===== config.mk =====
export PLATFORM = sky130hd
export DESIGN_NAME = trng_word_packer
export DESIGN_NICKNAME = d
export VERILOG_FILES = /design/src/rtl/trng_pkg.sv /design/src/rtl/trng_vn_debias.sv /design/src/rtl/trng_word_packer.sv
export SDC_FILE = /design/constraint.sdc
export NUM_CORES = 1
export LEC_CHECK = 0
export ABC_AREA = 0
export CORE_ASPECT_RATIO = 0.6
export CORE_MARGIN = 2
export CORE_UTILIZATION = 24
export DETAILED_ROUTE_END_ITERATION = 10
export GPL_TIMING_DRIVEN = 0
export PLACE_DENSITY_LB_ADDON = 0.05
export SYNTH_ARGS = -nofsm -noshare
export SYNTH_HDL_FRONTEND = slang
export SYNTH_SLANG_ARGS = --single-unit
export TNS_END_PERCENT = 50

===== constraint.sdc =====
create_clock -name clk -period 3 [get_ports clk]
set_clock_uncertainty 0.2 [all_clocks]
set_input_delay 0.45 -clock clk [delete_from_list [all_inputs] [get_ports clk]]
set_output_delay 0.45 -clock clk [all_outputs]
set_load 0.1 [all_outputs]

===== src/rtl/trng_pkg.sv =====
// trng_pkg: shared defaults, width helpers and pair-state type for the
// TRNG post-processing path (von Neumann debias + word packer).
package trng_pkg;

    localparam int TRNG_WORD_WIDTH_DEF = 32;
    localparam int TRNG_RCT_CUTOFF_DEF = 32;

    // Width of the packer bit count, which must hold 0..word_width inclusive.
    function automatic int cnt_width(input int word_width);
        return $clog2(word_width + 1);
    endfunction

    // Width of the repetition run counter, which saturates at cutoff.
    function automatic int rct_width(input int cutoff);
        return $clog2(cutoff + 1);
    endfunction

    // Von Neumann pair tracking: empty, or holding the first bit of a pair.
    typedef enum logic {
        PAIR_EMPTY = 1'b0,
        PAIR_FULL  = 1'b1
    } pair_state_t;

endpackage


===== src/rtl/trng_vn_debias.sv =====
// trng_vn_debias: optional von Neumann extractor in front of the packer.
//
// state      | meaning
// -----------+-----------------------------------------------
// PAIR_EMPTY | no bit stored, next accepted bit opens a pair
// PAIR_FULL  | first bit of a pair stored in r_first
//
// The emitted bit is combinational so raw pass-through and the pair-closing
// bit both reach the packer in the cycle they are accepted.
module trng_vn_debias
    import trng_pkg::*;
(
    input  logic clk,
    input  logic rst_i,
    input  logic en_i,
    input  logic vn_en_i,
    input  logic bit_i,
    input  logic bit_valid_i,
    output logic bit_o,
    output logic bit_valid_o
);

    pair_state_t r_state;
    logic        r_first;
    logic        w_accept;

    assign w_accept = en_i && bit_valid_i;

    // Pair FSM: open a pair on the first bit, close it on the second; disabled
    // extractor or accept enable always returns to empty.
    always_ff @(posedge clk or posedge rst_i) begin
        if (rst_i) begin
            r_state <= PAIR_EMPTY;
            r_first <= 1'b0;
        end else if (!en_i || !vn_en_i) begin
            r_state <= PAIR_EMPTY;
        end else if (bit_valid_i) begin
            if (r_state == PAIR_EMPTY) begin
                r_first <= bit_i;
                r_state <= PAIR_FULL;
            end else begin
                r_state <= PAIR_EMPTY;
            end
        end
    end

    // Emit: raw bit when bypassed, else the first bit of an unequal pair.
    always_comb begin
        bit_o       = vn_en_i ? r_first : bit_i;
        bit_valid_o = w_accept &&
                      (!vn_en_i || ((r_state == PAIR_FULL) && (bit_i != r_first)));
    end

endmodule


===== src/rtl/trng_word_packer.sv =====
// trng_word_packer: packs debiased random bits MSB-first into words offered
// over valid/ready, with a one-word accumulator behind the output register.
// Optional feature macro: TRNG_HEALTH_TEST_EN (repetition-count alarm on the
// raw accepted bits; when set, new bits stop entering the packer).
module trng_word_packer
    import trng_pkg::*;
#(
    parameter int WORD_WIDTH = TRNG_WORD_WIDTH_DEF,
    parameter int RCT_CUTOFF = TRNG_RCT_CUTOFF_DEF
) (
    input  logic                  clk,
    input  logic                  rst_i,
    input  logic                  en_i,
    input  logic                  bit_i,
    input  logic                  bit_valid_i,
    input  logic                  vn_en_i,
    input  logic                  clear_i,
    output logic [WORD_WIDTH-1:0] word_o,
    output logic                  word_valid_o,
    input  logic                  word_ready_i,
    output logic                  overflow_o,
    output logic                  alarm_o
);

    localparam int              CNT_W     = cnt_width(WORD_WIDTH);
    localparam logic [CNT_W-1:0] CNT_FULL = CNT_W'(WORD_WIDTH);
    localparam logic [CNT_W-1:0] CNT_LAST = CNT_W'(WORD_WIDTH - 1);

    generate
        if (WORD_WIDTH < 2 || RCT_CUTOFF < 2) begin : g_bad_param
            $error("trng_word_packer: WORD_WIDTH and RCT_CUTOFF must be >= 2");
        end
    endgenerate

    logic                  w_db_bit;
    logic                  w_db_valid;
    logic                  w_suppress;
    logic                  w_emit;
    logic                  w_out_free;
    logic [WORD_WIDTH-1:0] w_acc_shift;

    logic [WORD_WIDTH-1:0] r_acc;
    logic [CNT_W-1:0]      r_cnt;
    logic [WORD_WIDTH-1:0] r_word;
    logic                  r_word_valid;
    logic                  r_overflow;

    trng_vn_debias u_debias (
        .clk        (clk),
        .rst_i      (rst_i),
        .en_i       (en_i),
        .vn_en_i    (vn_en_i),
        .bit_i      (bit_i),
        .bit_valid_i(bit_valid_i),
        .bit_o      (w_db_bit),
        .bit_valid_o(w_db_valid)
    );

`ifdef TRNG_HEALTH_TEST_EN
    localparam int               RUN_W   = rct_width(RCT_CUTOFF);
    localparam logic [RUN_W-1:0] RUN_MAX = RUN_W'(RCT_CUTOFF);

    logic             w_accept;
    logic [RUN_W-1:0] w_run_next;
    logic [RUN_W-1:0] r_run;
    logic             r_last;
    logic             r_alarm;

    assign w_accept = en_i && bit_valid_i;

    // Next run length on the raw stream: restart on a change, saturate at cutoff.
    always_comb begin
        w_run_next = r_run;
        if (w_accept) begin
            if ((r_run == '0) || (bit_i != r_last)) begin
                w_run_next = RUN_W'(1);
            end else if (r_run != RUN_MAX) begin
                w_run_next = r_run + RUN_W'(1);
            end
        end
    end

    // Run counter and sticky alarm; clear wins over a trip in the same cycle.
    always_ff @(posedge clk or posedge rst_i) begin
        if (rst_i) begin
            r_run   <= '0;
            r_last  <= 1'b0;
            r_alarm <= 1'b0;
        end else begin
            if (w_accept) begin
                r_last <= bit_i;
            end
            if (clear_i) begin
                r_run   <= '0;
                r_alarm <= 1'b0;
            end else begin
                r_run <= w_run_next;
                if (w_run_next == RUN_MAX) begin
                    r_alarm <= 1'b1;
                end
            end
        end
    end

    assign w_suppress = r_alarm;
    assign alarm_o    = r_alarm;
`else
    assign w_suppress = 1'b0;
    assign alarm_o    = 1'b0;
`endif

    assign w_emit      = w_db_valid && !w_suppress;
    assign w_out_free  = !r_word_valid || word_ready_i;
    assign w_acc_shift = {r_acc[WORD_WIDTH-2:0], w_db_bit};

    // Packer: shift bits into acc, move completed words to the output register
    // when it is free, and drop bits only when both acc and output are full.
    always_ff @(posedge clk or posedge rst_i) begin
        if (rst_i) begin
            r_acc        <= '0;
            r_cnt        <= '0;
            r_word       <= '0;
            r_word_valid <= 1'b0;
            r_overflow   <= 1'b0;
        end else begin
            if (r_word_valid && word_ready_i) begin
                r_word_valid <= 1'b0;
            end
            if (clear_i) begin
                r_overflow <= 1'b0;
            end

            if (r_cnt == CNT_FULL) begin
                if (w_out_free) begin
                    r_word       <= r_acc;
                    r_word_valid <= 1'b1;
                    if (w_emit) begin
                        r_acc <= w_acc_shift;
                        r_cnt <= CNT_W'(1);
                    end else begin
                        r_cnt <= '0;
                    end
                end else if (w_emit && !clear_i) begin
                    r_overflow <= 1'b1;
                end
            end else if (w_emit) begin
                if ((r_cnt == CNT_LAST) && w_out_free) begin
                    r_word       <= w_acc_shift;
                    r_word_valid <= 1'b1;
                    r_cnt        <= '0;
                end else begin
                    r_acc <= w_acc_shift;
                    r_cnt <= r_cnt + CNT_W'(1);
                end
            end
        end
    end

    assign word_o       = r_word;
    assign word_valid_o = r_word_valid;
    assign overflow_o   = r_overflow;

endmodule


# --- After elaboration in Yosys (flattened, before gate mapping) ---
# Cells that the tools add are included.
# W data, S select, Z words.
word_totals:
  reg_bits: 74
  input_bits: 8
  elab_cells: 63
op_classes:
  addsub: 1
  n_eq_ne: 6
  n_mux: 27
  n_bitwise: 2
  reduce_logical: 20
op_table:
  columns: ["op", "n"]
  rows:
  - ["$mux W32", 9]
  - ["$mux W6", 4]
  - ["$mux W1", 14]
  - ["$add A6 B1 Y6 const B", 1]
  - ["$eq A6 B5 Y1 const B", 1]
  - ["$eq A6 B6 Y1 const B", 1]
  - ["$logic_and A1 B1 Y1", 6]
  - ["$ne A2 B2 Y1 const B", 3]
  - ["$reduce_and A3 Y1", 2]
  - ["$reduce_bool A2 Y1", 3]
  - ["$logic_not A1 Y1", 4]
  - ["$reduce_and A4 Y1", 1]
  - ["$logic_or A1 B1 Y1", 3]
  - ["$not A1 Y1", 2]
  - ["$reduce_and A2 Y1", 1]
  - ["$ne A1 B1 Y1", 1]

# --- Logic depth before layout (Yosys ltp) ---
depth:
  depth_word: 8
  depth_mapped: 8
  ltp_nobuf: 6

# --- Hierarchy ---
# Synthesis repeated with hierarchy kept, for this count alone.
unflattened:
  hier_cells: 242
  area_unflattened_um2: 3368.2
by_module_without_submodules:
  columns: ["mod", "instances", "cells_per_inst", "area_each_um2", "seq_area_each_um2"]
  rows:
  - ["trng_word_packer", 1, 230, 3244.4, 1801.7]
  - ["trng_vn_debias", 1, 12, 123.9, 50.0]

# --- Worst setup path after synthesis ---
# No wires, ideal clock.
synth_timing:
  kind: "register to register"
  from: "reg r_word_valid (netlist: word_valid_o)"
  to: "reg r_acc[0]"
  setup_time_ps: 125
  arrival_ps: 2094
  required_ps: 2675
  slack_ps: 581
  stages_incl_launch_ff: 5
  period_less_slack_ps: 2419
  path_cell_list: "dfrtp_1 > or2b_2 > o211ai_4 > buf_6 > mux2_2"
synth_between:
  elab_chain_len: 5
  word_cells_on_any_way: 7
synth_rtl:
  columns: ["element", "line_no", "source"]
  rows:
  - ["start: declaration", "trng_word_packer.sv:45", "logic r_word_valid;"]
  - ["start signal: assignment", "trng_word_packer.sv:123", "r_word_valid <= 1'b0;"]
  - ["start signal: assignment", "trng_word_packer.sv:127", "r_word_valid <= 1'b0;"]
  - ["start signal: assignment", "trng_word_packer.sv:136", "r_word_valid <= 1'b1;"]
  - ["$logic_not A1 Y1 *", "trng_word_packer.sv:113", "assign w_out_free = !r_word_valid || word_ready_i;"]
  - ["$logic_or A1 B1 Y1 *", "trng_word_packer.sv:113", null]
  - ["$logic_and A1 B1 Y1", "trng_word_packer.sv:147", "if ((r_cnt == CNT_LAST) && w_out_free) begin"]
  - ["$ne A2 B2 Y1 (no line)", null, null]
  - ["$reduce_and A4 Y1 (no line) *", null, null]
  - ["end signal: assignment", "trng_word_packer.sv:138", "r_acc <= w_acc_shift;"]
  - ["end signal: assignment", "trng_word_packer.sv:152", "r_acc <= w_acc_shift;"]
  - ["end: declaration", "trng_word_packer.sv:42", "logic [WORD_WIDTH-1:0] r_acc;"]
# Mark *: on every way between the ends. The rest lies on a longest branch, timed or not.
# A chain may end at the register's enable or synchronous reset.

# --- Worst setup path after layout ---
layout_timing:
  from: "reg r_word[10] (netlist: word_o[10])"
  to: "out word_o[10]"
layout_rtl:
  columns: ["element", "line_no", "source"]
  rows:
  - ["start: declaration", "trng_word_packer.sv:44", "logic [WORD_WIDTH-1:0] r_word;"]
  - ["start signal: assignment", "trng_word_packer.sv:135", "r_word <= r_acc;"]
  - ["start signal: assignment", "trng_word_packer.sv:148", "r_word <= w_acc_shift;"]
  - ["end: declaration", "trng_word_packer.sv:18", "output logic [WORD_WIDTH-1:0] word_o,"]
# No word-level cell between the ends.

==> results.ini <==
[place]
dpl.hpwl_mm=4.87
port_buffers=41
place_area_sq_mm=0.00429
place.gp.congestion=0.699
place_inst=473

[worst_setup_path]
ff2ff_path_depth=8
cp-end-kind=output port
worstPathCellList=clkdlybuf4s50_1
cp.depth=1
critPathBufInv=1
crit_family=buffers and inverters
slowest_stage=clkdlybuf4s50_1
crit_required_ps=2350
startpoint=word_o[10]
cp-start-kind=register
rr_startpoint=r_cnt[0]
crit_fanout=2
max_stage_delay_ps=1140
cp_data_arrival_time_ps=1840
worstSetupPathType=register to output port

[logic_synthesis]
seq_area_frac_synth=0.514
synth_edf_count=0
postSynth.asyncResetShare=1.00
ys_ff_latch=74
syn_area_per_cell_sq_um=15.4
synthDistinctLibCells=38
syn-cell-area_sq_mm=0.00360
yosys_warnings=0
synthCells=233
syn-num-nets=243
synth-main-ff-cell=dfrtp_1

[global_route]
grt-ovfl-total=0
grt_pass1_vias=2210
grt_max_degree=58
grt_util_all_layers=0.102
grt_pass1_wl_mm=12.5
antenna_found_initial=0

[die]
start_util=0.247
coreArea_sq_mm=0.0146
die_area_sq_mm=0.0160
rows=34
ios=43
die_h_um=98.9
die_w_um=162

[layout]
seq_area_sq_mm=0.00185
drive_above_1_share=0.474
final_area_sq_mm=0.00462
instances_no_fill=489
multi_input_area_sq_mm=0.00159
antenna_cells=0
fin_nets=296
layout_common_cells=dfrtp_1, mux2_2, clkdlybuf4s50_1
layout_commonest_cell=dfrtp_1
fillers=1444
areaGrowthSynthToFinish_pct=28.3

[routing]
via_per_inst=4.07
wl_per_cell_um=14.9
first_pass_iters=4
drc=0
drt-total-wl_mm=7.30
final_antenna_net_count=0
via_count=1991
drtIter0Drc=51

[clock_network]
cts_tree=built
clkTransAtPathRegs_ps=60
cts_resized=0
clock_sinks=74
cts_hold_buf=0
cts_made_buffers=9
clockBufferDepth=2
cts-root-buf=clkbuf_16
postCtsSetupBuffers=0
clock_latency_ps=330
cts-htree-levels=3

[timing]
setup_viol=0
tightest_slew_ps=971
fmax_ghz=0.402
period_needed_ps=2490
maxSlewViolCount=0
rsz0062_at_grt=no
relSlewSlack=0.351
fin_crit_sh=0.829
hold_viol=0

[job]
cap_violations=0

[pwr]
power_density_mw_per_mm2=595
p_leak_nw=2.08
seqPwrFrac=0.442
pwr-share-comb=0.125
p_sw_uw=694
vdd_drop_max_mv=0.252
p_clk_frac=0.433
intPower_mw=2.05
p_sw_frac=0.253

[run_status]
status=finished, final reports clean

[worst_hold_path]
hp-class=input port to asynchronous set/reset pin

==> sequential cells by signal, indices dropped and copies added (netlist names) <==
name and cells:
r_acc 32, word_o 32, r_cnt 6, overflow_o 1, u_debias.r_first 1, u_debias.r_state 1, word_valid_o 1
==> stage by stage <==
| stage | setup TNS [ps] | hold slack, ps | setup WS, ps | power, mW | util |
|---|---|---|---|---|---|
| floorplan | 0 | 274 | 468 | 1.47 | - |
| global placement | -84470 | 283 | -1150 | 1.58 | 0.292 |
| detailed placement | 0 | 294 | 351 | 1.58 | 0.294 |
| CTS | 0 | 218 | 481 | 2.81 | 0.316 |
| global route | 0 | 241 | 428 | 2.90 | 0.316 |
| finish | 0 | 214 | 514 | 2.75 | 0.316 |
==> Yosys cell counts (2+ instances only) <==
| cell | instances | area share |
|---|---|---|
| buf_12 | 3 | 0.017 |
| ha_1 | 2 | 0.0070 |
| dfrtp_1 | 74 | 0.51 |
| buf_6 | 7 | 0.022 |
| a21oi_1 | 2 | 0.0028 |
| mux2_2 | 70 | 0.22 |
| nand2_1 | 3 | 0.0031 |
| nand3_1 | 7 | 0.0097 |
| nor2_1 | 2 | 0.0021 |
| mux2_4 | 28 | 0.12 |
| xnor2_1 | 2 | 0.0049 |
| o21ai_0 | 3 | 0.0042 |
| and2b_2 | 2 | 0.0049 |
| inv_1 | 3 | 0.0031 |
| nand4_1 | 2 | 0.0035 |
==> worst reg2reg max path, stage by stage (launching register included) <==
cell	delay [ps]
dfrtp_1	410
inv_1	140
ha_1	170
nor4b_4	280
and2_4	200
buf_6	160
buf_6	170
mux2_2	370
mux2_4	260
==> per-layer routing <==
layer  vias to the layer above  track usage  part of all wire
met5                         -            0                 0
met4                         0       0.0265             0.012
met3                        10       0.0337             0.042
met2                        37        0.134              0.39
met1                       993        0.157              0.56
li1                        951            -                 -
==> power by group through the flow <==
stage	Clock (mW)	Combinational (mW)	Sequential (mW)
6_report	1.19	0.344	1.22
5_1_grt	1.28	0.385	1.23
4_1_cts	1.24	0.354	1.22
3_5_place_dp	0	0.353	1.23
3_3_place_gp	0	0.344	1.23
2_1_floorplan	0	0.257	1.22
==> final timing paths <==
check                      slack [ps]          to
setup / recovery                  510  word_o[10]
hold / removal                    210  word_o[24]
setup reg to reg                  550   word_o[8]
hold reg to reg                   300  overflow_o
max in group asynchronous        1810   word_o[9]
min in group clk                  300  overflow_o
==> final cells by class <==
class                   count  share of cell area
plain buffers              11              0.0317
inverters                   3             0.00298
flip-flops and latches     74               0.401
multi-input cells         145               0.344
repair buffers             42              0.0948
clock inverters             4              0.0160
clock buffers              12              0.0555
well taps                 198              0.0536
==> cell families (layout without fill, tap and decap cells) <==
family	count (synthesis)	in the layout	synth area share
xor+xnor	3	3	0.00730
mux	99	99	0.339
other cells	1	1	0.00104
fa+ha+maj	2	2	0.00695
flops	74	74	0.514
buf+inv	14	72	0.0438
simple gates	27	27	0.0542
compound gates	13	13	0.0334
Note: power is estimated with default switching activity, not from simulation.
==> patch 1, RTL diff (config.mk and constraints unchanged) <==
Put one more register stage on the output `overflow_o`. The value now appears one clock later. The other outputs are not delayed to match.
--- a/src/rtl/trng_word_packer.sv
+++ b/src/rtl/trng_word_packer.sv
@@ -160,3 +160,5 @@
     assign word_valid_o = r_word_valid;
-    assign overflow_o   = r_overflow;
+    always_ff @(posedge clk) begin
+        overflow_o <= r_overflow;
+    end
 
Check against the original RTL: same outputs for any inputs over 10 cycles, from zero or initial values and one cycle with rst_i high; that may be too few to reach the edited logic, so the function may still have changed.
==> patch 1 against the original RTL <==
- sequential power about the same
- total power up 3.3%
- synthesized cell count up 0.43%
- largest cell class unchanged
- synthesized area up 0.56%
- die area up 0.54%
- setup slack better by 0.0055 ns
- routed wire length down 0.93%
- highest routed layer unchanged
- sequential cell count up 1
- final area up 0.87%
- critical path type unchanged
- utilization up 0.18 points
==> patch 1: results (changes against the original RTL) <==
sequential-to-total area share from yosys stat=0.517 (was 0.514); worst min path class=flop to flop (was input port to async pin); dpl ws=0.363 ns (was 0.351 ns); nets=297 (was 296); htree depth=3 (unchanged); global route overflow=0 (unchanged); DR pass1 iterations=4 (unchanged); slowest stage cell, crit path=clkdlybuf4s50_1 (unchanged); global-route wire length before repair=11.9 mm (was 12.5 mm); Critical Path Sink=word_o[6] (was word_o[10]); delay-heaviest family, CP=buffers and inverters (unchanged); Layout fillers=1461 (was 1444); leakage power=2.10 nW (was 2.08 nW); min Tclk post-route=2.48 ns (was 2.49 ns); GRT Overall Usage=0.0985 (was 0.102); Worst R2R End=word_o[18] (was word_o[8]); Post-Syn Area per Cell=15.5 µm² (was 15.4 µm²); CTS root buf=clkbuf_16 (unchanged); Avg WL per Cell=14.8 µm (was 14.9 µm); largest net degree at the start of global routing=48 (was 58); share of cells above drive strength 1=0.476 (was 0.474); DR iter-0 viols=37 (was 51); clock latency on the worst-skew pair=0.33 ns (about the same); total vias in the final route=1985 (was 1991); Synth cell types=39 (was 38); Resize count post-CTS=0 (unchanged); Synth area leaders=dfrtp_1, mux2_2, mux2_4 (unchanged); RD Place Congestion=0.693 (was 0.699); DP HPWL=4.84 mm (was 4.87 mm); R2R Setup Slk=0.54 ns; outcome=completed (unchanged); asr flop ratio synth=0.987 (was 1.00); worst setup path startpoint=word_o[6] (was word_o[10]); vias in the first global route=2123 (was 2210); Max stage delay on crit path=1.14 ns (about the same); number of port buffers=41 (unchanged); actual slew at the worst max-slew pin=0.972 ns (was 0.971 ns); Inserted Clock Buffers=9 (unchanged); Cells after DPL=474 (was 473); syn_nets=244 (was 243); Routed Wire Length=7.23 mm (was 7.30 mm); Peak VDD IR=0.000262 V (was 0.000252 V)
-- patch 1: how the worst min path moves through the flow --
| stage | startpoint | endpoint | slack (ns) | cells past startpoint |
|---|---|---|---|---|
| finish | r_overflow | overflow_o | 0.18 | 0 |
| detailed placement | r_overflow | overflow_o | 0.17 | 0 |
| floorplan | r_overflow | overflow_o | 0.15 | 0 |
| global route | r_overflow | overflow_o | 0.19 | 0 |
| global placement | r_overflow | overflow_o | 0.16 | 0 |
| CTS | r_overflow | overflow_o | 0.18 | 0 |
-- patch 1: layer usage --
layer,part of all wire,GRT usage,routed length (µm),vias to the layer above
met4,0.011,0.0327,77,0
met1,0.56,0.147,4020,977
met3,0.036,0.0313,260,6
met2,0.40,0.133,2870,39
li1,-,-,-,963
met5,0,0,0,-
-- patch 1: cell families after synthesis --
kind of cell / synth area share
compound gates: 0.0332
xor+xnor: 0.00726
fa+ha+maj: 0.00691
buf+inv: 0.0436
flops: 0.517
mux: 0.337
other cells: 0.00104
simple gates: 0.0539
-- patch 1: layout make-up --
type | count | area [µm²] | share of cell area
Clock buffer | 10 | 239 | 0.0513
Sequential cell | 75 | 1870 | 0.402
Buffer | 11 | 146 | 0.0314
Tap cell | 198 | 248 | 0.0532
Inverter | 3 | 13.8 | 0.00295
Timing Repair Buffer | 42 | 438 | 0.0940
Clock inverter | 6 | 111 | 0.0239
Multi-Input combinational cell | 145 | 1590 | 0.341
-- patch 1: power breakdown --
| part | switching [W] | total, W | internal (W) |
|---|---|---|---|
| combinational | 0.000159 | 0.000343 | 0.000184 |
| clock | 0.000436 | 0.00127 | 0.000837 |
| sequential | 0.000115 | 0.00122 | 0.00111 |
-- patch 1: per-stage QoR --
step	hold slack (ns)	instance area (µm²)	util
after floorplan	0.148	3620	-
after global placement	0.161	4280	0.292
after detailed placement	0.170	4310	0.294
after CTS	0.183	4660	0.318
after global routing	0.193	4660	0.318
final	0.180	4660	0.318
==> patch 2, RTL diff (same settings) <==
Without the edit above. `TRNG_WORD_WIDTH_DEF`: 32 -> 16.
--- a/src/rtl/trng_pkg.sv
+++ b/src/rtl/trng_pkg.sv
@@ -4,3 +4,3 @@
 
-    localparam int TRNG_WORD_WIDTH_DEF = 32;
+    localparam int TRNG_WORD_WIDTH_DEF = 16;
     localparam int TRNG_RCT_CUTOFF_DEF = 32;
Interface: changed (resized word_o); port bits go from 43 to 27. The function was not compared with the original's and may differ.
==> patch 2 against the original RTL <==
- total power decreased by 43%
- final cell count is 43% lower
- sequential cell count down 33
- routed wire length decreased by 46%
- synthesized area fell by 45%
- setup slack lost 0.025 ns
- combinational power shrank 12%
- final area is 45% lower
==> patch 2: results (changes against the original RTL) <==
outcome=completed (unchanged); global-route wire length before repair=6.71 mm (was 12.5 mm); htree depth=2 (was 3); worst min path class=flop to flop (was input port to async pin); Post-DP Area=2400 µm² (was 4290 µm²); Post-Syn Area per Cell=14.2 µm² (was 15.4 µm²); sequential-to-total area share from yosys stat=0.516 (was 0.514); nets=183 (was 296); Synth Area in XOR/XNOR=0.0132 (was 0.00730); compound-cell area share of the yosys netlist=0.0485 (was 0.0334); dpl ws=0.137 ns (was 0.351 ns); total vias in the final route=1218 (was 1991); Routed Wire Length=3.91 mm (was 7.30 mm); met3 global-route usage=0.0368 (was 0.0337); crit-path max FO=10 (was 2); leakage power=1.14 nW (was 2.08 nW); vias in the first global route=1292 (was 2210); largest net degree at the start of global routing=23 (was 58); clock latency on the worst-skew pair=0.28 ns (was 0.33 ns); Synth area leaders=dfrtp_1, mux2_2, mux2_4 (unchanged); syn_nets=150 (was 243); WP data arrival=2.47 ns (was 1.84 ns); actual slew at the worst max-slew pin=0.970 ns (was 0.971 ns); Net Sw Frac=0.264 (was 0.253); Synth Area in Adders=0.0126 (was 0.00695); number of port buffers=25 (was 41); Avg WL per Cell=13.9 µm (was 14.9 µm); Layout fillers=794 (was 1444); GRT Overall Usage=0.101 (was 0.102); DP HPWL=2.69 mm (was 4.87 mm); Cells after DPL=274 (was 473); met1 usage=0.133 (was 0.157); share of cells above drive strength 1=0.405 (was 0.474)
-- patch 2: power groups by stage --
stage / clock [W] / sequential [W] / combinational [W]
2_1_floorplan: 0 / 0.000743 / 0.000221
3_3_place_gp: 0 / 0.000738 / 0.000299
3_5_place_dp: 0 / 0.000739 / 0.000308
4_1_cts: 0.000557 / 0.000733 / 0.000308
5_1_grt: 0.000582 / 0.000749 / 0.000334
6_report: 0.000530 / 0.000733 / 0.000303
-- patch 2: cell type report --
type	instances	area [µm²]	area share
inverters	3	11.3	0.00443
repair buffers	26	278	0.109
well taps	108	135	0.0531
flip-flops and latches	41	1030	0.403
multi-input cells	89	887	0.349
plain buffers	7	63.8	0.0251
clock buffers	7	143	0.0561
-- patch 2: through the flow --
stage	power, W	hold slack, ns
finish	0.00157	0.303
global route	0.00166	0.313
CTS	0.00160	0.308
detailed placement	0.00105	0.295
global placement	0.00104	0.285
floorplan	0.000964	0.276
-- patch 2: critical path: stages --
cell and delay [ns]:
clkdlybuf4s50_1 0.46, and2b_1 0.23, or3_4 0.36, o21ai_2 0.40, buf_6 0.23, mux2_2 0.34
-- patch 2: worst max-delay path by stage --
stage / startpoint / endpoint / slack [ns]
3_5_place_dp: word_ready_i / word_o[0] / 0.14
2_1_floorplan: word_valid_o / word_o[0] / 0.45
4_1_cts: word_ready_i / word_o[0] / 0.43
6_report: word_ready_i / word_o[3] / 0.49
3_3_place_gp: word_ready_i / word_o[6] / 0.16
5_1_grt: word_ready_i / word_o[0] / 0.36
-- patch 2: layer usage --
layer | share of wire | wire (µm)
met2 | 0.42 | 1650
met5 | 0 | 0
met3 | 0.046 | 180
met1 | 0.52 | 2030
met4 | 0.014 | 55
